### src/rtl/nibble_pkg.sv
// -----------------------------------------------------------------------------
// nibble_pkg
// Shared definitions for the nibble datapath scheduler (nibble_ctrl).
//   - Command word layout (92 bits):
//     {SEL_AB[3:0], SEL_B[11:0], SEL_A[11:0], DATA_B[31:0], DATA_A[31:0]}
//   - Default datapath latency, requester-ID width, perf counter width.
// No ports (package).
// -----------------------------------------------------------------------------
package nibble_pkg;

    localparam int DATA_W   = 32;
    localparam int SEL_W    = 12;
    localparam int SELAB_W  = 4;
    localparam int NIB_W    = 4;
    localparam int CMD_W    = SELAB_W + 2 * SEL_W + 2 * DATA_W;   // 92

    // Field offsets inside the command word
    localparam int DATA_A_LSB = 0;
    localparam int DATA_B_LSB = DATA_A_LSB + DATA_W;             // 32
    localparam int SEL_A_LSB  = DATA_B_LSB + DATA_W;             // 64
    localparam int SEL_B_LSB  = SEL_A_LSB + SEL_W;               // 76
    localparam int SEL_AB_LSB = SEL_B_LSB + SEL_W;               // 88

    localparam int LAT_DEF  = 3;
    localparam int ID_W     = 1;
    localparam int PERF_W   = 16;

    // Packed view of the command word; member order matches the bit layout.
    typedef struct packed {
        logic [SELAB_W-1:0] sel_ab;
        logic [SEL_W-1:0]   sel_b;
        logic [SEL_W-1:0]   sel_a;
        logic [DATA_W-1:0]  data_b;
        logic [DATA_W-1:0]  data_a;
    } cmd_t;

endpackage

### src/rtl/nibble_ctrl_if.sv
// -----------------------------------------------------------------------------
// nibble_ctrl_if
// Command/response bundle between the two command masters and nibble_ctrl.
//   REQ[1:0]        per-requester request (master -> ctrl)
//   GNT[1:0]        one-hot-or-zero grant (ctrl -> master, combinational)
//   CMD0, CMD1      92-bit commands (master -> ctrl)
//   RSP_VALID       one-cycle result strobe (ctrl -> master)
//   RSP_ID          requester that owns the result
//   RSP_NIBBLE      captured datapath result
// Modports: master (command side), slave (nibble_ctrl side).
// -----------------------------------------------------------------------------
interface nibble_ctrl_if;
    import nibble_pkg::*;

    logic [1:0]       REQ;
    logic [1:0]       GNT;
    logic [CMD_W-1:0] CMD0;
    logic [CMD_W-1:0] CMD1;
    logic             RSP_VALID;
    logic [ID_W-1:0]  RSP_ID;
    logic [NIB_W-1:0] RSP_NIBBLE;

    modport master (
        output REQ, CMD0, CMD1,
        input  GNT, RSP_VALID, RSP_ID, RSP_NIBBLE
    );

    modport slave (
        input  REQ, CMD0, CMD1,
        output GNT, RSP_VALID, RSP_ID, RSP_NIBBLE
    );

endinterface

### src/rtl/nibble_ctrl_rr_arb.sv
// -----------------------------------------------------------------------------
// nibble_ctrl_rr_arb
// Two-way round-robin arbiter. Grant is combinational from the requests,
// the enable and the priority pointer; the pointer moves to the losing
// requester on every transfer and holds otherwise.
// Ports:
//   CLK, RESET     clock, synchronous active-high reset (pointer -> 0)
//   i_req[1:0]     requests
//   i_enable       0 blocks all grants
//   o_gnt[1:0]     one-hot-or-zero grant
//   i_xfer         a transfer happens at this edge
//   i_xfer_id      requester that transferred
// -----------------------------------------------------------------------------
module nibble_ctrl_rr_arb
    import nibble_pkg::*;
(
    input  logic            CLK,
    input  logic            RESET,
    input  logic [1:0]      i_req,
    input  logic            i_enable,
    output logic [1:0]      o_gnt,
    input  logic            i_xfer,
    input  logic [ID_W-1:0] i_xfer_id
);

    logic r_ptr;

    always_comb begin
        o_gnt = 2'b00;
        if (i_enable) begin
            case (i_req)
                2'b01:   o_gnt = 2'b01;
                2'b10:   o_gnt = 2'b10;
                2'b11:   o_gnt = r_ptr ? 2'b10 : 2'b01;
                default: o_gnt = 2'b00;
            endcase
        end
    end

    always_ff @(posedge CLK) begin
        if (RESET) begin
            r_ptr <= 1'b0;
        end else if (i_xfer) begin
            r_ptr <= ~i_xfer_id[0];
        end
    end

endmodule

### src/rtl/nibble_ctrl.sv
// -----------------------------------------------------------------------------
// nibble_ctrl
// Two-requester scheduler for the nibble datapath. Arbitrates round-robin,
// registers the granted command onto the datapath inputs, tracks each issue
// through the datapath latency and returns the result tagged with its ID.
// Ports:
//   CLK, RESET         clock, synchronous active-high reset
//   ENABLE             0 blocks new grants; in-flight work still drains
//   bus (slave)        REQ/GNT/CMD0/CMD1/RSP_VALID/RSP_ID/RSP_NIBBLE
//   NB_DATA_A/B        32-bit datapath operands
//   NB_SEL_A/B         12-bit datapath selectors
//   NB_SEL_AB          4-bit datapath selector
//   NB_DATA_OUT        4-bit datapath result
//   BUSY               any operation in flight
//   PERF_CNT0/1        16-bit saturating transfer counters, only present
//                      when NIBBLE_CTRL_PERF_EN is defined
// Parameter LAT (>= 1): edges from an NB_* update to a valid NB_DATA_OUT.
// -----------------------------------------------------------------------------
module nibble_ctrl
    import nibble_pkg::*;
#(
    parameter int LAT = LAT_DEF
) (
    input  logic               CLK,
    input  logic               RESET,
    input  logic               ENABLE,
    nibble_ctrl_if.slave       bus,
    output logic [DATA_W-1:0]  NB_DATA_A,
    output logic [DATA_W-1:0]  NB_DATA_B,
    output logic [SEL_W-1:0]   NB_SEL_A,
    output logic [SEL_W-1:0]   NB_SEL_B,
    output logic [SELAB_W-1:0] NB_SEL_AB,
    input  logic [NIB_W-1:0]   NB_DATA_OUT,
    output logic               BUSY
`ifdef NIBBLE_CTRL_PERF_EN
    ,
    output logic [PERF_W-1:0]  PERF_CNT0,
    output logic [PERF_W-1:0]  PERF_CNT1
`endif
);

    logic [1:0]      w_gnt;
    logic            w_xfer;
    logic [ID_W-1:0] w_gnt_id;
    cmd_t            w_cmd;

    nibble_ctrl_rr_arb u_arb (
        .CLK       (CLK),
        .RESET     (RESET),
        .i_req     (bus.REQ),
        .i_enable  (ENABLE),
        .o_gnt     (w_gnt),
        .i_xfer    (w_xfer),
        .i_xfer_id (w_gnt_id)
    );

    assign bus.GNT  = w_gnt;
    assign w_xfer   = |(bus.REQ & w_gnt);
    assign w_gnt_id = w_gnt[1];
    assign w_cmd    = w_gnt[1] ? bus.CMD1 : bus.CMD0;

    // ---- stage: datapath input registers (load on transfer, else hold) ----
    logic [DATA_W-1:0]  r_nb_data_a;
    logic [DATA_W-1:0]  r_nb_data_b;
    logic [SEL_W-1:0]   r_nb_sel_a;
    logic [SEL_W-1:0]   r_nb_sel_b;
    logic [SELAB_W-1:0] r_nb_sel_ab;

    always_ff @(posedge CLK) begin
        if (RESET) begin
            r_nb_data_a <= '0;
            r_nb_data_b <= '0;
            r_nb_sel_a  <= '0;
            r_nb_sel_b  <= '0;
            r_nb_sel_ab <= '0;
        end else if (w_xfer) begin
            r_nb_data_a <= w_cmd.data_a;
            r_nb_data_b <= w_cmd.data_b;
            r_nb_sel_a  <= w_cmd.sel_a;
            r_nb_sel_b  <= w_cmd.sel_b;
            r_nb_sel_ab <= w_cmd.sel_ab;
        end
    end

    assign NB_DATA_A = r_nb_data_a;
    assign NB_DATA_B = r_nb_data_b;
    assign NB_SEL_A  = r_nb_sel_a;
    assign NB_SEL_B  = r_nb_sel_b;
    assign NB_SEL_AB = r_nb_sel_ab;

    // ---- stage: tracking pipe, LAT+1 entries of {valid, id} ----
    // Entry 0 is written at the transfer edge, so entry LAT is valid in the
    // cycle where NB_DATA_OUT carries that operation's result.
    logic [LAT:0]    r_pipe_vld;
    logic [ID_W-1:0] r_pipe_id [0:LAT];

    always_ff @(posedge CLK) begin
        if (RESET) begin
            r_pipe_vld <= '0;
            for (int i = 0; i <= LAT; i++) begin
                r_pipe_id[i] <= '0;
            end
        end else begin
            r_pipe_vld   <= {r_pipe_vld[LAT-1:0], w_xfer};
            r_pipe_id[0] <= w_gnt_id;
            for (int i = 1; i <= LAT; i++) begin
                r_pipe_id[i] <= r_pipe_id[i-1];
            end
        end
    end

    // ---- stage: response registers ----
    // The result is captured at the same edge that raises RSP_VALID, so
    // RSP_NIBBLE is always aligned with its strobe and ID.
    logic             r_rsp_valid;
    logic [ID_W-1:0]  r_rsp_id;
    logic [NIB_W-1:0] r_rsp_nibble;

    always_ff @(posedge CLK) begin
        if (RESET) begin
            r_rsp_valid  <= 1'b0;
            r_rsp_id     <= '0;
            r_rsp_nibble <= '0;
        end else begin
            r_rsp_valid <= r_pipe_vld[LAT];
            if (r_pipe_vld[LAT]) begin
                r_rsp_id     <= r_pipe_id[LAT];
                r_rsp_nibble <= NB_DATA_OUT;
            end
        end
    end

    assign bus.RSP_VALID  = r_rsp_valid;
    assign bus.RSP_ID     = r_rsp_id;
    assign bus.RSP_NIBBLE = r_rsp_nibble;

    // The response register counts as the final tracking entry, so BUSY stays
    // high through the RSP_VALID cycle.
    assign BUSY = (|r_pipe_vld) | r_rsp_valid;

`ifdef NIBBLE_CTRL_PERF_EN
    // ---- stage: per-requester transfer counters ----
    logic [PERF_W-1:0] r_perf_cnt0;
    logic [PERF_W-1:0] r_perf_cnt1;

    function automatic logic [PERF_W-1:0] sat_inc(input logic [PERF_W-1:0] v);
        return (v == {PERF_W{1'b1}}) ? v : v + 1'b1;
    endfunction

    always_ff @(posedge CLK) begin
        if (RESET) begin
            r_perf_cnt0 <= '0;
            r_perf_cnt1 <= '0;
        end else if (w_xfer) begin
            if (w_gnt_id == 1'b0) begin
                r_perf_cnt0 <= sat_inc(r_perf_cnt0);
            end else begin
                r_perf_cnt1 <= sat_inc(r_perf_cnt1);
            end
        end
    end

    assign PERF_CNT0 = r_perf_cnt0;
    assign PERF_CNT1 = r_perf_cnt1;
`endif

endmodule

### src/flat_wrapper.sv
// flat-port wrapper written by rule: the top's interface ports become plain ports
module nibble_ctrl_flat import nibble_pkg::*;
#(
    parameter int LAT = LAT_DEF
)
  (CLK, RESET, ENABLE, NB_DATA_A, NB_DATA_B, NB_SEL_A, NB_SEL_B, NB_SEL_AB, NB_DATA_OUT, BUSY, bus_REQ, bus_CMD0, bus_CMD1, bus_GNT, bus_RSP_VALID, bus_RSP_ID, bus_RSP_NIBBLE);
  nibble_ctrl_if bus_i ();
  input  logic CLK;
  input  logic RESET;
  input  logic ENABLE;
  output logic [DATA_W-1:0] NB_DATA_A;
  output logic [DATA_W-1:0] NB_DATA_B;
  output logic [SEL_W-1:0] NB_SEL_A;
  output logic [SEL_W-1:0] NB_SEL_B;
  output logic [SELAB_W-1:0] NB_SEL_AB;
  input  logic [NIB_W-1:0] NB_DATA_OUT;
  output logic BUSY;
  input wire logic [$bits(bus_i.REQ)-1:0] bus_REQ;
  input wire logic [$bits(bus_i.CMD0)-1:0] bus_CMD0;
  input wire logic [$bits(bus_i.CMD1)-1:0] bus_CMD1;
  output wire logic [$bits(bus_i.GNT)-1:0] bus_GNT;
  output wire logic [$bits(bus_i.RSP_VALID)-1:0] bus_RSP_VALID;
  output wire logic [$bits(bus_i.RSP_ID)-1:0] bus_RSP_ID;
  output wire logic [$bits(bus_i.RSP_NIBBLE)-1:0] bus_RSP_NIBBLE;
  assign bus_i.REQ = bus_REQ;
  assign bus_i.CMD0 = bus_CMD0;
  assign bus_i.CMD1 = bus_CMD1;
  assign bus_GNT = bus_i.GNT;
  assign bus_RSP_VALID = bus_i.RSP_VALID;
  assign bus_RSP_ID = bus_i.RSP_ID;
  assign bus_RSP_NIBBLE = bus_i.RSP_NIBBLE;
  nibble_ctrl #(.LAT(LAT)) u_core (.CLK(CLK), .RESET(RESET), .ENABLE(ENABLE), .bus(bus_i), .NB_DATA_A(NB_DATA_A), .NB_DATA_B(NB_DATA_B), .NB_SEL_A(NB_SEL_A), .NB_SEL_B(NB_SEL_B), .NB_SEL_AB(NB_SEL_AB), .NB_DATA_OUT(NB_DATA_OUT), .BUSY(BUSY));
endmodule
### config.mk
export PLATFORM = sky130hd
export DESIGN_NAME = nibble_ctrl_flat
export DESIGN_NICKNAME = d
export VERILOG_FILES = /design/src/rtl/nibble_pkg.sv /design/src/rtl/nibble_ctrl_if.sv /design/src/rtl/nibble_ctrl_rr_arb.sv /design/src/rtl/nibble_ctrl.sv /design/src/flat_wrapper.sv
export SDC_FILE = /design/constraint.sdc
export NUM_CORES = 1
export LEC_CHECK = 0
export ABC_AREA = 1
export CORE_AREA = 2 2 116 118
export DETAILED_ROUTE_END_ITERATION = 8
export DIE_AREA = 0 0 118 120
export DONT_BUFFER_PORTS = 1
export GPL_TIMING_DRIVEN = 1
export PLACE_DENSITY = 0.59
export SETUP_SLACK_MARGIN = 0.05
export SYNTH_ARGS = -nofsm -noshare
export SYNTH_HDL_FRONTEND = slang
export SYNTH_SLANG_ARGS = --single-unit
export TNS_END_PERCENT = 100
### constraint.sdc
create_clock -name CLK -period 2.22 [get_ports CLK]
set_input_delay 0.444 -clock CLK [delete_from_list [all_inputs] [get_ports CLK]]
set_output_delay 0.444 -clock CLK [all_outputs]
set_load 0.02 [all_outputs]
Word-level counts from Yosys, hierarchy flattened
Memories as Yosys holds them, arrays and structs flattened. A register that Yosys moved wholly into a read port is not among the register bits.
Index checks and enable logic that the tools add are counted.

operators by class
  multiply operators = 0
  $add $sub $neg = 0
  eq/ne operators = 3
  magnitude comparators = 0
  reductions and logical operators = 2
  bitwise gates (word level) = 7
  multiplexer cells = 11
  shift operators = 0
  div/mod/pow operators = 0

operator list
  operator                                              count
  two-way mux 92 bit                                    1
  two-way mux 1 bit                                     7
  one-hot mux 2 bit (3 select lines)                    1
  OR 1 bit                                              5
  equality test 2 bit (second input constant)           2
  two-way mux 2 bit                                     2
  OR reduction 4 bit                                    1
  bitwise AND 2 bit                                     1
  equality test 2 x 1 -> 1 bit (second input constant)  1
  OR reduction 2 bit                                    1
  inverter 1 bit                                        1

word-level totals
  memories = 1
  latch bits = 0
  memory bits (writable) = 4
  flip-flop bits (word level) = 102
  memory bits (read-only) = 0
  bits of input ports = 193
  word-level logic and storage cells = 33
  output and inout port bits = 101

memories
  name              words  bits a word  read ports  clocked after Yosys merged registers in  write ports  RTL line           source
  u_core.r_pipe_id  4      1            4           1                                        4            nibble_ctrl.sv:95  logic [ID_W-1:0] r_pipe_id [0:LAT];

Logic depth before layout (Yosys ltp)
  word-level depth = 5
  gate-level depth with buffers = 8
  mapped depth without buffers = 6

Cells and area by module
From an unflattened synthesis, not the netlist that was laid out.

second synthesis, totals
  cells, all modules = 953
  area, all modules = 5512.8 um2

modules (own cells, without submodules)
  module              area each (um2)  cells each  seq. area each (um2)  instances
  nibble_ctrl         5452.7           942         2122.0                1
  nibble_ctrl_rr_arb  60.1             11          20.0                  1

Least setup slack after synthesis
OpenSTA, ideal clock, no wires.

  kind = in2out
  start = input bus_REQ[1]
  end = output bus_GNT[0]
  arrival = 1.089 ns
  required time = 1.776 ns
  path slack = 0.687 ns
  cell stages on the path = 5
  buffers on the path = 2
  cell sequence = nand3_1 nand3_1 buf_2 buf_2 inv_1

between the ends
  longest elaborated chain between the ends = 3
  elaborated cells on any way between the ends = 5
  those cells by class = eq/ne (3); mux (2)

ends and longest elaborated chain
  what                                                                        RTL line                  source
  start: declaration                                                          flat_wrapper.sv:18        input wire logic [$bits(bus_i.REQ)-1:0] bus_REQ;
  equality test 2 bit / equality test 2 x 1 -> 1 bit (equally long branches)  nibble_ctrl_rr_arb.sv:31  case (i_req)
  one-hot mux 2 bit (3 select lines) *                                        nibble_ctrl_rr_arb.sv:31
  two-way mux 2 bit *                                                         nibble_ctrl_rr_arb.sv:30  if (i_enable) begin
  end: declaration                                                            flat_wrapper.sv:21        output wire logic [$bits(bus_i.GNT)-1:0] bus_GNT;

Every way passes the cells marked *; elsewhere a longest branch is shown, timed or not.

Worst setup path after layout
  start = register u_core.r_pipe_vld[3]
  end = output BUSY

between the ends
  longest elaborated chain between the ends = 2

ends and longest elaborated chain
  what                      RTL line            source
  start: declaration        nibble_ctrl.sv:94   logic [LAT:0] r_pipe_vld;
  start signal: assignment  nibble_ctrl.sv:104  r_pipe_vld <= {r_pipe_vld[LAT-1:0], w_xfer};
  OR reduction 4 bit        nibble_ctrl.sv:139  assign BUSY = (|r_pipe_vld) | r_rsp_valid;
  OR 1 bit                  nibble_ctrl.sv:139
  end: declaration          flat_wrapper.sv:17  output logic BUSY;

No other way between the ends.

==> flow_summary.toml <==
[worst_setup_path]
r2r_end = "u_core.NB_DATA_A[20]$_SDFFE_PP0P_"
endpoint = "BUSY"
critPathLaunch = "u_core.r_pipe_vld[3]$_SDFF_PP0_"
r2r_slack_ns = 0.78
r2r_cells = 7
rr_startpoint = "u_core.u_arb.r_ptr$_SDFFE_PP0P_"
crit_arrival_ns = 1.31
end_kind = "output pin"
worstPathMaxFanout = 7
worstPathRequired_ns = 1.78
critPathMaxStageDelay_ns = 0.45
critical_path.slowest_cell = "dfxtp_1"
path_cells = "inv_1 -> nand3_1"
worstSetupPathType = "flip-flop to output pin"
start_kind = "flip-flop"

[synth]
synth-main-ff-cell = "dfxtp_1"
seq_area_frac_synth_pct = 40.5
yosysMostFrequentCell = "nand2_1"
synthesis.nets = 1053
synth.largest_area_cell = "dfxtp_1"
ys_ff_latch = 107
netlist_instances = 860
syn-cell-area_um2 = 5290
synth.avg_cell_area_um2 = 6.15
synth_top_area_share_pct = 40.5
synth_edf_count = 0
synth_common_cells = "nand2_1, dfxtp_1, inv_1"
synth.distinct_cells = 11
synth-async-reset-ratio_pct = 0
yosysWarnings = 0
synth_area_leaders = "dfxtp_1, nand2_1, a21oi_1, nand3_1, inv_1"

[drt]
wl_per_cell_um = 14.8
drt_iter0_markers = 313
route.detailed.drc = 0
ant_nets = 0
wl_um = 14800
viasPerCell = 4.98
drtPass1Iterations = 5
vias = 4977

[sta]
period_needed_ns = 1.75
max_freq_mhz = 572
rsz0062_at_grt = "no"
min_period_over_period_pct = 78.8
skew_ns = 0.00898
hold-worst-slack_ns = 0.162
slew_headroom_pct = 62.7
setup_violations = 0
setup_tns_ns = 0
drv_slew = 0
finalHoldViolations = 0
tightest_slew_ns = 0.559

[clock_network]
ctsHtreeMaxLevel = 3
clock_latency_ns = 0.34
cts_tree = "done"
root_buffer = "clkbuf_16"
hold_buffers = 0
cts.sinks = 107
clk_pin_slew_worst_paths_ns = 0.07
cts_buffers = 9
cts_resized = 0
clock_path_buffers = 2
cts_setup_buffers = 0

[floorplan]
core_area_um2 = 13000
die_h_um = 120
die_w_um = 118
num_rows = 42
die-area_um2 = 14200
start_util_pct = 40.8
ios = 294

[power]
vdd_drop_max_mv = 0.502
swShare_pct = 29.1
p_int_uw = 3120
clockPowerShare_pct = 36.6
p_comb_share_pct = 11.5
switchingPower_uw = 1280
power_density_nw_per_um2 = 780
p_leak_uw = 0.00298
p_seq_share_pct = 51.9

[final_layout]
nFillCells = 1412
stdcell_count = 999
drive_gt1_share_pct = 3.52
nNetsFinal = 1011
area_growth_pct = 6.43
num_antenna_cells = 0

[global_route]
grt_pass1_wl_um = 23600
grt_max_degree = 108
grtUsageTotal_pct = 20.4
grt_pass1_vias = 4632
globalRoute.totalOverflow = 0
antenna_found_initial = 0

[placed_design]
globalplace.congestion = 0.781
dpl.cell_count = 983
hpwl_um = 9840
placement.io_buffers = 0

[outcome]
status = "finished clean"

[hold_path]
min_path_type = "input port to flip-flop"

[flow_run]
max_cap_violations = 0
worst min-delay path by stage:
stage	startpoint	endpoint	slack, ns	cells past startpoint
5_1_grt	RESET	u_core.NB_DATA_A[28]$_SDFFE_PP0P_	0.15	1
3_5_place_dp	u_core.r_pipe_id[0]$_SDFF_PP0_	u_core.r_pipe_id[1]$_SDFF_PP0_	0.40	2
4_1_cts	RESET	u_core.NB_DATA_B[4]$_SDFFE_PP0P_	0.15	1
3_3_place_gp	u_core.r_pipe_id[1]$_SDFF_PP0_	u_core.r_pipe_id[2]$_SDFF_PP0_	0.39	2
2_1_floorplan	u_core.r_pipe_id[0]$_SDFF_PP0_	u_core.r_pipe_id[1]$_SDFF_PP0_	0.39	2
6_report	RESET	u_core.NB_DATA_A[28]$_SDFFE_PP0P_	0.16	1
critical path: cells and delay by family, from the launching register on:
family / cells / cell delay (ns)
simple gates: 1 / 0.33
buf+inv: 1 / 0.18
flops: 1 / 0.45
final cells by class:
| class | count | area [µm²] | area share [%] |
|---|---|---|---|
| clock inverters | 6 | 65.1 | 1.16 |
| flip-flops and latches | 107 | 2140 | 38.0 |
| well taps | 176 | 220 | 3.91 |
| clock buffers | 10 | 229 | 4.07 |
| multi-input cells | 586 | 2480 | 44.1 |
| inverters | 104 | 390 | 6.93 |
| repair buffers | 10 | 100 | 1.78 |
logic make-up (layout without fill, tap and decap cells):
logic type             Yosys count  after routing  synth area share, %
and+or+nand+nor                488            488                 36.9
buffers and inverters          167            130                 13.3
DFF                            107            107                 40.5
AOI/OAI and AO/OA               98             98                 9.27
cells in the final DEF (no fill, tap or decap):
| cell | instances |
|---|---|
| buf_4 | 8 |
| clkinvlp_4 | 1 |
| clkinv_4 | 1 |
| buf_12 | 2 |
| a21oi_1 | 98 |
| clkbuf_16 | 9 |
| nand2_1 | 380 |
| nor3_1 | 1 |
| clkinv_2 | 2 |
| nor2_1 | 9 |
| inv_6 | 1 |
| nand2_4 | 2 |
| nand3_4 | 2 |
| clkbuf_1 | 1 |
| inv_1 | 104 |
| nand3_1 | 94 |
| dfxtp_1 | 107 |
| bufinv_16 | 1 |
power by group through the flow:
stage,Combinational (µW),Sequential [µW],Clock (µW)
after floorplan,471,2290,0
final,504,2280,1610
after CTS,507,2280,1660
after global routing,596,2290,1720
after global placement,497,2330,0
after detailed placement,505,2330,0
per-stage QoR:
stage | power (µW) | setup WS [ns] | util (%) | cell area, µm²
floorplan | 2760 | 0.687 | - | 5290
global placement | 2830 | 0.588 | 41.1 | 5340
detailed placement | 2830 | 0.532 | 41.1 | 5340
CTS | 4450 | 0.425 | 43.4 | 5630
global route | 4610 | 0.369 | 43.4 | 5630
finish | 4390 | 0.471 | 43.4 | 5630
registers in the layout, summed over array words and instances (netlist names):
signal and cells:
u_core.u_arb.r_ptr 1, u_core.NB_SEL_AB 4, u_core.bus.RSP_ID 1, u_core.bus.RSP_NIBBLE 4, u_core.r_pipe_id 4, u_core.NB_SEL_B 12
u_core.bus.RSP_VALID 1, u_core.NB_DATA_A 32, u_core.NB_SEL_A 12, u_core.r_pipe_vld 4, u_core.NB_DATA_B 32
metal layers:
layer  global-route usage, %  vias up  wire (µm)
met3                    5.70       32       1170
met5                       0        -          0
li1                        -     2535          -
met4                    8.96        0        426
met1                    25.9     2185       6430
met2                    32.4      225       6760
No activity file was read; power rests on OpenSTA's default activity.
